## config.mk

```make
export PLATFORM = sky130hd
export DESIGN_NAME = jtopl_csr_gen
export DESIGN_NICKNAME = d
export VERILOG_FILES = /design/src/rtl/jtopl_csr_gen.sv
export SDC_FILE = /design/constraint.sdc
export NUM_CORES = 1
export LEC_CHECK = 0
export CAP_MARGIN = 20
export CORE_ASPECT_RATIO = 1.75
export CORE_MARGIN = 2
export CORE_UTILIZATION = 60
export CTS_BUF_LIST = sky130_fd_sc_hd__clkbuf_4
export CTS_CLUSTER_DIAMETER = 60
export CTS_CLUSTER_SIZE = 16
export DETAILED_ROUTE_END_ITERATION = 16
export GPL_ROUTABILITY_DRIVEN = 1
export GPL_TIMING_DRIVEN = 0
export PLACE_DENSITY_LB_ADDON = 0.08
export SLEW_MARGIN = 20
export SYNTH_ARGS = -nofsm -noshare
export SYNTH_HDL_FRONTEND = slang
export SYNTH_SLANG_ARGS = --single-unit
```

## constraint.sdc

```tcl
create_clock -name clk -period 23.9 [get_ports clk]
set_input_delay 4.78 -clock clk [delete_from_list [all_inputs] [get_ports clk]]
set_output_delay 4.78 -clock clk [all_outputs]
set_load 0.05 [all_outputs]
```

## src/rtl/jtopl_csr_gen.sv

```systemverilog
// Circular per-slot operator config register (LEN slots x NREG bytes) with slot-addressed masked write port.
// Latency: write commits 1..LEN cen pulses after accept, when the target slot reaches the register input.
// Backpressure: one-deep pending buffer; busy stays high until commit, and writes arriving while busy pulse wr_err.
// Optional read port enabled by defining JTOPL_CSR_RD_EN.
module jtopl_csr_gen #(
    parameter int LEN  = 18,
    parameter int NREG = 4,
    parameter int SW   = 5,
    parameter int RW   = 2
) (
    input  logic                rst,
    input  logic                clk,
    input  logic                cen,
    input  logic                wr,
    input  logic [SW-1:0]       wr_slot,
    input  logic [RW-1:0]       wr_reg,
    input  logic [7:0]          wr_mask,
    input  logic [7:0]          din,
    output logic                busy,
    output logic                wr_err,
    output logic [SW-1:0]       slot,
    output logic [8*NREG-1:0]   shift_out
`ifdef JTOPL_CSR_RD_EN
    ,
    input  logic                rd,
    input  logic [SW-1:0]       rd_slot,
    input  logic [RW-1:0]       rd_reg,
    output logic [7:0]          rd_dout,
    output logic                rd_valid
`endif
);

    localparam int W = 8 * NREG;
    localparam logic [SW:0]   LEN_C  = (SW+1)'(LEN);
    localparam logic [RW:0]   NREG_C = (RW+1)'(NREG);
    localparam logic [SW-1:0] LAST   = SW'(LEN - 1);

    logic [W-1:0]  stage [LEN];
    logic [W-1:0]  regop_in;
    logic [SW-1:0] pend_slot;
    logic [RW-1:0] pend_reg;
    logic [7:0]    pend_mask;
    logic [7:0]    pend_data;
    logic          wr_ok;
    logic          accept;
    logic          reject;
    logic          commit;

    assign shift_out = stage[LEN-1];

    // Range check is done one bit wider so LEN/NREG equal to 2**SW / 2**RW still compare correctly.
    assign wr_ok  = ({1'b0, wr_slot} < LEN_C) && ({1'b0, wr_reg} < NREG_C);
    assign accept = wr & ~busy & wr_ok;
    assign reject = wr & (busy | ~wr_ok);
    // busy is only set by accept on the following clk, so accept and commit can never coincide.
    assign commit = cen & busy & (slot == pend_slot);

    // Recirculate the outgoing word, merging the pending masked byte when its slot passes.
    always_comb begin
        regop_in = shift_out;
        for (int r = 0; r < NREG; r++) begin
            if (commit && (pend_reg == RW'(r))) begin
                regop_in[8*r +: 8] = (shift_out[8*r +: 8] & ~pend_mask) | (pend_data & pend_mask);
            end
        end
    end

    // Shift chain: stage0 takes the (possibly merged) recirculated word on every cen.
    always_ff @(posedge clk) begin
        if (rst) begin
            for (int i = 0; i < LEN; i++) begin
                stage[i] <= '0;
            end
        end else if (cen) begin
            stage[0] <= regop_in;
            for (int i = 1; i < LEN; i++) begin
                stage[i] <= stage[i-1];
            end
        end
    end

    // Slot counter tracks which slot's word is at the shift output / register input.
    always_ff @(posedge clk) begin
        if (rst) begin
            slot <= '0;
        end else if (cen) begin
            slot <= (slot == LAST) ? '0 : slot + SW'(1);
        end
    end

    // Pending write buffer and busy/error handshake; runs every clk regardless of cen.
    always_ff @(posedge clk) begin
        if (rst) begin
            busy      <= 1'b0;
            wr_err    <= 1'b0;
            pend_slot <= '0;
            pend_reg  <= '0;
            pend_mask <= '0;
            pend_data <= '0;
        end else begin
            wr_err <= reject;
            if (accept) begin
                busy      <= 1'b1;
                pend_slot <= wr_slot;
                pend_reg  <= wr_reg;
                pend_mask <= wr_mask;
                pend_data <= din;
            end else if (commit) begin
                busy <= 1'b0;
            end
        end
    end

`ifdef JTOPL_CSR_RD_EN
    logic          rd_pend;
    logic [SW-1:0] rd_slot_q;
    logic [RW-1:0] rd_reg_q;
    logic [7:0]    rd_byte;
    logic          rd_hit;

    assign rd_hit = cen & rd_pend & (slot == rd_slot_q);

    // Select the requested byte of the outgoing word (value before any commit merge).
    always_comb begin
        rd_byte = 8'h00;
        for (int r = 0; r < NREG; r++) begin
            if (rd_reg_q == RW'(r)) begin
                rd_byte = shift_out[8*r +: 8];
            end
        end
    end

    // Read request tracker: capture once, deliver when the slot comes around.
    always_ff @(posedge clk) begin
        if (rst) begin
            rd_pend   <= 1'b0;
            rd_slot_q <= '0;
            rd_reg_q  <= '0;
            rd_dout   <= 8'h00;
            rd_valid  <= 1'b0;
        end else begin
            rd_valid <= 1'b0;
            if (rd_hit) begin
                rd_pend  <= 1'b0;
                rd_dout  <= rd_byte;
                rd_valid <= 1'b1;
            end else if (rd && !rd_pend) begin
                rd_pend   <= 1'b1;
                rd_slot_q <= rd_slot;
                rd_reg_q  <= rd_reg;
            end
        end
    end
`endif

endmodule

```

==> results of run 1 <==
-- critical path: stages --
cell and delay [ns]:
clkdlybuf4s50_1 0.47, buf_2 0.21, nor2b_1 0.38, clkbuf_1 0.73, clkbuf_1 0.45, clkbuf_1 0.49
nand2_1 0.11, mux2i_1 0.53
-- cells in the final DEF, fill, tap and decap left out, types with 2 or more instances in the layout --
cell / n
or3_1: 2
clkbuf_4: 57
edfxtp_1: 576
nor2_1: 9
buf_16: 5
nand2_1: 99
buf_4: 32
o21ai_0: 3
mux2i_1: 28
bufinv_16: 2
nor3b_1: 8
dfxtp_1: 30
inv_1: 3
xnor2_1: 2
clkbuf_1: 84
nand3_1: 15
and2_1: 545
ha_1: 2
nor3_1: 7
nand4_1: 4
xor2_1: 6
o31ai_1: 3
a21oi_1: 29
or4_1: 2
nand3b_1: 3
clkdlybuf4s50_1: 65
nor4_1: 14
-- synth_stat cells, drive strengths merged --
cell | count | area share
xnor2 | 2 | 0.00075
and2 | 545 | 0.15
xor2 | 6 | 0.0023
nand3b | 3 | 0.00097
a21o | 1 | 0.00032
nand3 | 15 | 0.0032
dfxtp | 30 | 0.026
nor4 | 15 | 0.0040
inv | 4 | 0.00065
o31ai | 3 | 0.00097
or3 | 2 | 0.00054
mux2i | 28 | 0.012
o21ai | 3 | 0.00065
nor3b | 8 | 0.0026
nor2b | 1 | 0.00027
buf | 34 | 0.011
or4 | 3 | 0.0011
a21oi | 29 | 0.0062
o221a | 1 | 0.00048
clkbuf | 84 | 0.014
nor2 | 9 | 0.0015
nor4bb | 1 | 0.00043
ha | 2 | 0.0011
nand2 | 99 | 0.016
o41ai | 1 | 0.00038
edfxtp | 576 | 0.74
nand4 | 4 | 0.0011
nand2b | 1 | 0.00027
nor3 | 7 | 0.0015
-- report_power, final --
part           internal [uW]  switching (uW)  total [uW]  leakage (uW)
clock                    132             295         428      0.000299
sequential              1230            22.1        1250       0.00663
combinational           35.7            72.1         108       0.00253
total                   1390             390        1780       0.00946
-- routing by layer --
| layer | GRT usage | wire length, um | up-vias |
|---|---|---|---|
| met4 | 0.136 | 3080 | 0 |
| met2 | 0.402 | 23700 | 254 |
| met5 | 0 | 0 | - |
| met1 | 0.247 | 15800 | 5577 |
| li1 | - | - | 5450 |
| met3 | 0.0288 | 1620 | 102 |
-- per-stage QoR --
step                      area [um2]  power (uW)
after floorplan                23300        1350
after global placement         24500        1410
final                          25200        1780
after CTS                      25200        1800
after global routing           25200        1850
after detailed placement       24700        1380
-- worst min-delay path by stage --
stage            startpoint            to  slack, ns
6_report       pend_data[0]  pend_data[0]       0.47
5_1_grt        pend_data[0]  pend_data[0]       0.49
4_1_cts        pend_data[0]  pend_data[0]       0.47
3_5_place_dp   pend_data[0]  pend_data[0]       0.45
3_3_place_gp   pend_data[3]  pend_data[3]       0.45
2_1_floorplan  pend_data[0]  pend_data[0]       0.44
-- logic make-up after synthesis --
kind of cell,after synthesis,synth area share
AND/OR/NAND/NOR,713,0.180
flip-flops,606,0.770
buffers and inverters,122,0.0252
AO/OA/AOI/OAI,38,0.00904
multiplexers,28,0.0121
XOR/XNOR,8,0.00301
adder cells (fa/ha/maj),2,0.00108
-- layout make-up --
type,count,share of cell area
Antenna cell,1,0.0000994
Buffer,118,0.0227
Clock buffer,57,0.0170
Clock inverter,4,0.00308
Inverter,4,0.000895
Multi-Input combinational cell,789,0.190
Sequential cell,606,0.711
Tap cell,485,0.0241
Timing Repair Buffer,70,0.0313
==> results.py, run 1 <==
metrics = {
    "status": {
        "status": "complete, no violations",
    },
    "worst_hold_path": {
        "hold_path_depth": 2,
        "hold_class": "reg2reg",
    },
    "synth": {
        "synth_cell_type_count": 32,
        "syn-num-nets": 1546,
        "synth_area_per_cell_um2": 15.3,
        "syn-cell-area_um2": 23300,
        "yosys_register_bits": 606,
        "yosysWarnings": 0,
        "synth.yosys.seq_area_share": 0.770,
        "netlist_instances": 1517,
    },
    "grt": {
        "grt_usage": 0.222,
        "grt_pass1_vias": 11261,
        "grt_max_degree": 116,
        "grt_overflow": 0,
        "antenna_found_initial": 2,
        "grt_pass1_wl_um": 66300,
    },
    "worst_setup_path": {
        "rrSetupSlack_ns": 21.06,
        "r2r_start": "slot[2]",
        "crit_start": "cen",
        "cp-end-kind": "flip-flop",
        "crit_fanout": 10,
        "crit_required_ns": 24.39,
        "criticalPathCategory": "in2reg",
        "ff2ff_path_depth": 6,
        "worstSetupStartpointType": "primary input",
        "arrival_ns": 8.16,
        "r2r_end": "stage[0][27]",
        "worstSetupEndpoint": "stage[0][27]",
    },
    "routing": {
        "drt-vias-per-instance": 5.33,
        "vias": 11383,
        "routedWlPerCell_um": 20.7,
        "drt_iter0_drc": 796,
        "wirelength_um": 44200,
        "drc": 0,
        "dr.pass1.iters": 5,
        "antenna_left": 0,
    },
    "floorplanning": {
        "coreArea_um2": 38300,
        "io_pins": 66,
        "dieArea_um2": 40400,
        "die_h_um": 264,
        "initial_core_util": 0.608,
        "die_width_um": 153,
        "fp-row-count": 95,
    },
    "sta": {
        "rsz0062_at_grt": "no",
        "whs_ns": 0.467,
        "setup_viol": 0,
        "period_share": 0.321,
        "clock.fmax_mhz": 130,
        "relSlewSlack": 0.393,
        "setup_ws_ns": 16.22,
        "period_minus_slack_ns": 7.68,
        "tightest_slew_ns": 0.910,
        "hold_violations": 0,
        "fin_tns_setup_ns": 0,
        "fin_skew_ns": 0.0500,
        "drv_slew": 0,
    },
    "layout": {
        "reg_top3": "stage x576, pend_data x8, pend_mask x8",
        "drive_gt1_frac": 0.0631,
        "largest_reg_flops": 576,
        "final_util": 0.658,
        "multi_input_area_um2": 4780,
        "largest_register": "stage",
        "stdcell_count": 2134,
        "layout.nets": 1662,
        "fill_cells": 2756,
        "ff_latch_area_um2": 17900,
        "syn2layout_area_growth_pct": 8.24,
    },
    "power": {
        "cellPowerDensity_nw_per_um2": 70.8,
        "peakVddDrop_uv": 56.4,
        "leakagePower_uw": 0.00946,
    },
    "clocking": {
        "clk_latency_ns": 0.78,
        "ctsHoldBuffers": 0,
        "cts_tree": "yes",
        "cts.sinks": 606,
        "cts.clk_slew.worst_paths_ns": 0.14,
        "cts_root_buf": "clkbuf_4",
        "clk_path_buf_depth": 3,
        "cts_setup_buffers": 0,
        "cts-resized-gates": 0,
        "h-tree-depth": 2,
        "cts_buffers": 44,
    },
    "placed_design": {
        "place_congestion": 0.928,
        "dp.cells": 2072,
        "io_buffers": 65,
        "dpl_worst_slack_ns": 15.38,
        "dp_hpwl_um": 30700,
    },
    "job": {
        "maxCapViolCount": 0,
    },
}
(Power assumes the default switching activity.)
==> inputs of run 2 (changes only) <==
==> constraint.sdc (replaced) <==
create_clock -name clk -period 7.1 [get_ports clk]
set_input_delay 1.42 -clock clk [delete_from_list [all_inputs] [get_ports clk]]
set_output_delay 1.42 -clock clk [all_outputs]
set_load 0.05 [all_outputs]
==> results.py, run 2 (same netlist as run 1, synthesis figures left out) <==
metrics = {
    "power": {
        "seq_power_share": 0.702,
        "netSwitchingFraction": 0.219,
        "p_total_uw": 5990,
        "peakVddDrop_uv": 174,
        "p_comb_frac": 0.063,
        "leakagePower_uw": 0.00960,
        "p_switching_uw": 1310,
        "cellPowerDensity_nw_per_um2": 236,
        "p_clk_frac": 0.235,
        "power.internal_uw": 4680,
    },
    "grt": {
        "grt_usage": 0.224,
        "antenna_found_initial": 3,
        "grt_max_degree": 39,
        "grt_pass1_wl_um": 67400,
        "grt_overflow": 0,
        "grt_pass1_vias": 11483,
    },
    "layout": {
        "drive_gt1_frac": 0.0733,
        "reg_top3": "stage x576, pend_data x8, pend_mask x8",
        "layout.nets": 1675,
        "fill_cells": 2762,
        "stdcell_count": 2151,
        "final_cell_mix": "576 x edfxtp_1, 545 x and2_1, 99 x nand2_1",
        "layout_commonest_cell": "edfxtp_1",
        "largest_register": "stage",
        "largest_reg_flops": 576,
        "syn2layout_area_growth_pct": 9.37,
    },
    "clocking": {
        "cts-resized-gates": 0,
        "cts_root_buf": "clkbuf_4",
        "ctsHoldBuffers": 0,
        "cts_setup_buffers": 0,
        "h-tree-depth": 2,
        "clk_latency_ns": 0.77,
        "cts.clk_slew.worst_paths_ns": 0.15,
        "cts_tree": "yes",
        "cts_buffers": 43,
        "clk_path_buf_depth": 3,
        "cts.sinks": 606,
    },
    "floorplanning": {
        "initial_core_util": 0.608,
        "io_pins": 66,
        "dieArea_um2": 40400,
        "fp-row-count": 95,
        "die_h_um": 264,
        "die_width_um": 153,
        "coreArea_um2": 38300,
    },
    "placed_design": {
        "place_congestion": 0.910,
        "io_buffers": 65,
        "dp.cells": 2086,
        "dp_hpwl_um": 31800,
    },
    "sta": {
        "hold_violations": 0,
        "fin_tns_setup_ns": 0,
        "drv_slew": 0,
        "rsz0062_at_grt": "no",
        "tightest_slew_ns": 0.909,
        "period_share": 0.593,
        "clock.fmax_mhz": 237,
        "setup_viol": 0,
        "relSlewSlack": 0.394,
        "fin_skew_ns": 0.0530,
        "period_minus_slack_ns": 4.21,
    },
    "worst_setup_path": {
        "cp-end-kind": "flip-flop",
        "slowest_delay_ns": 0.72,
        "criticalPathCategory": "in2reg",
        "path_cells": "clkdlybuf4s50_1, buf_4, nor2b_1, clkbuf_1, clkbuf_1, clkbuf_1, nand2_1, mux2i_1",
        "arrival_ns": 4.67,
        "cpMaxStageDelayCell": "clkbuf_1",
        "worstSetupStartpointType": "primary input",
        "crit_fanout": 10,
        "path_common_cell": "clkbuf_1",
        "crit_required_ns": 7.56,
    },
    "worst_hold_path": {
        "hold_class": "reg2reg",
    },
    "job": {
        "maxCapViolCount": 0,
    },
    "routing": {
        "vias": 11489,
        "antenna_left": 0,
        "routedWlPerCell_um": 20.8,
        "dr.pass1.iters": 5,
        "drt_iter0_drc": 807,
        "wirelength_um": 44800,
        "drc": 0,
        "drt-vias-per-instance": 5.34,
    },
    "status": {
        "status": "complete, no violations",
    },
}
## run 2: final timing paths
kind	start	endpoint	slack [ns]	cells past startpoint
min reg2reg	pend_data[4]	pend_data[4]	0.47	2
max	cen	stage[0][28]	2.89	8
max reg2reg	slot[2]	stage[0][28]	4.16	6
min	pend_data[4]	pend_data[4]	0.47	2
## run 2: power groups by stage
stage / registers, uW / clock network [uW] / logic (uW)
after floorplan: 4300 / 0 / 233
after global placement: 4350 / 0 / 345
after detailed placement: 4280 / 0 / 383
after CTS: 4210 / 1460 / 385
after global routing: 4220 / 1570 / 413
final: 4210 / 1410 / 379
## run 2: cell type report
type                       instances  area [um2]  area share
antenna                            2        5.00    0.000197
buffer                           118         596      0.0234
clock buffer                      60         450      0.0177
clock inverter                     3        37.5     0.00148
inverter                           4        18.8    0.000738
multi-input combinational        789        4790       0.188
sequential                       606       17900       0.704
tap                              485         607      0.0239
timing repair buffer              84        1040      0.0408
## run 2: layer usage
layer,share of wire,global-route usage
met2,0.55,0.415
met4,0.055,0.112
met1,0.36,0.253
met5,0.00029,0
met3,0.033,0.0271
## run 2: worst max-delay path: cells and delay by family
kind          cells  cell delay (ns)
buf+inv           5             2.24
mux               1             0.64
simple gates      2             0.36
## run 2: through the flow
step	hold slack, ns	worst slack, ns	util	instance area, um2
after floorplan	0.437	-3.63	-	23300
after detailed placement	0.453	2.17	0.652	24900
final	0.472	2.89	0.665	25400
after global routing	0.490	2.84	0.665	25400
after CTS	0.474	3.01	0.664	25400
after global placement	0.450	-6.88	0.641	24500
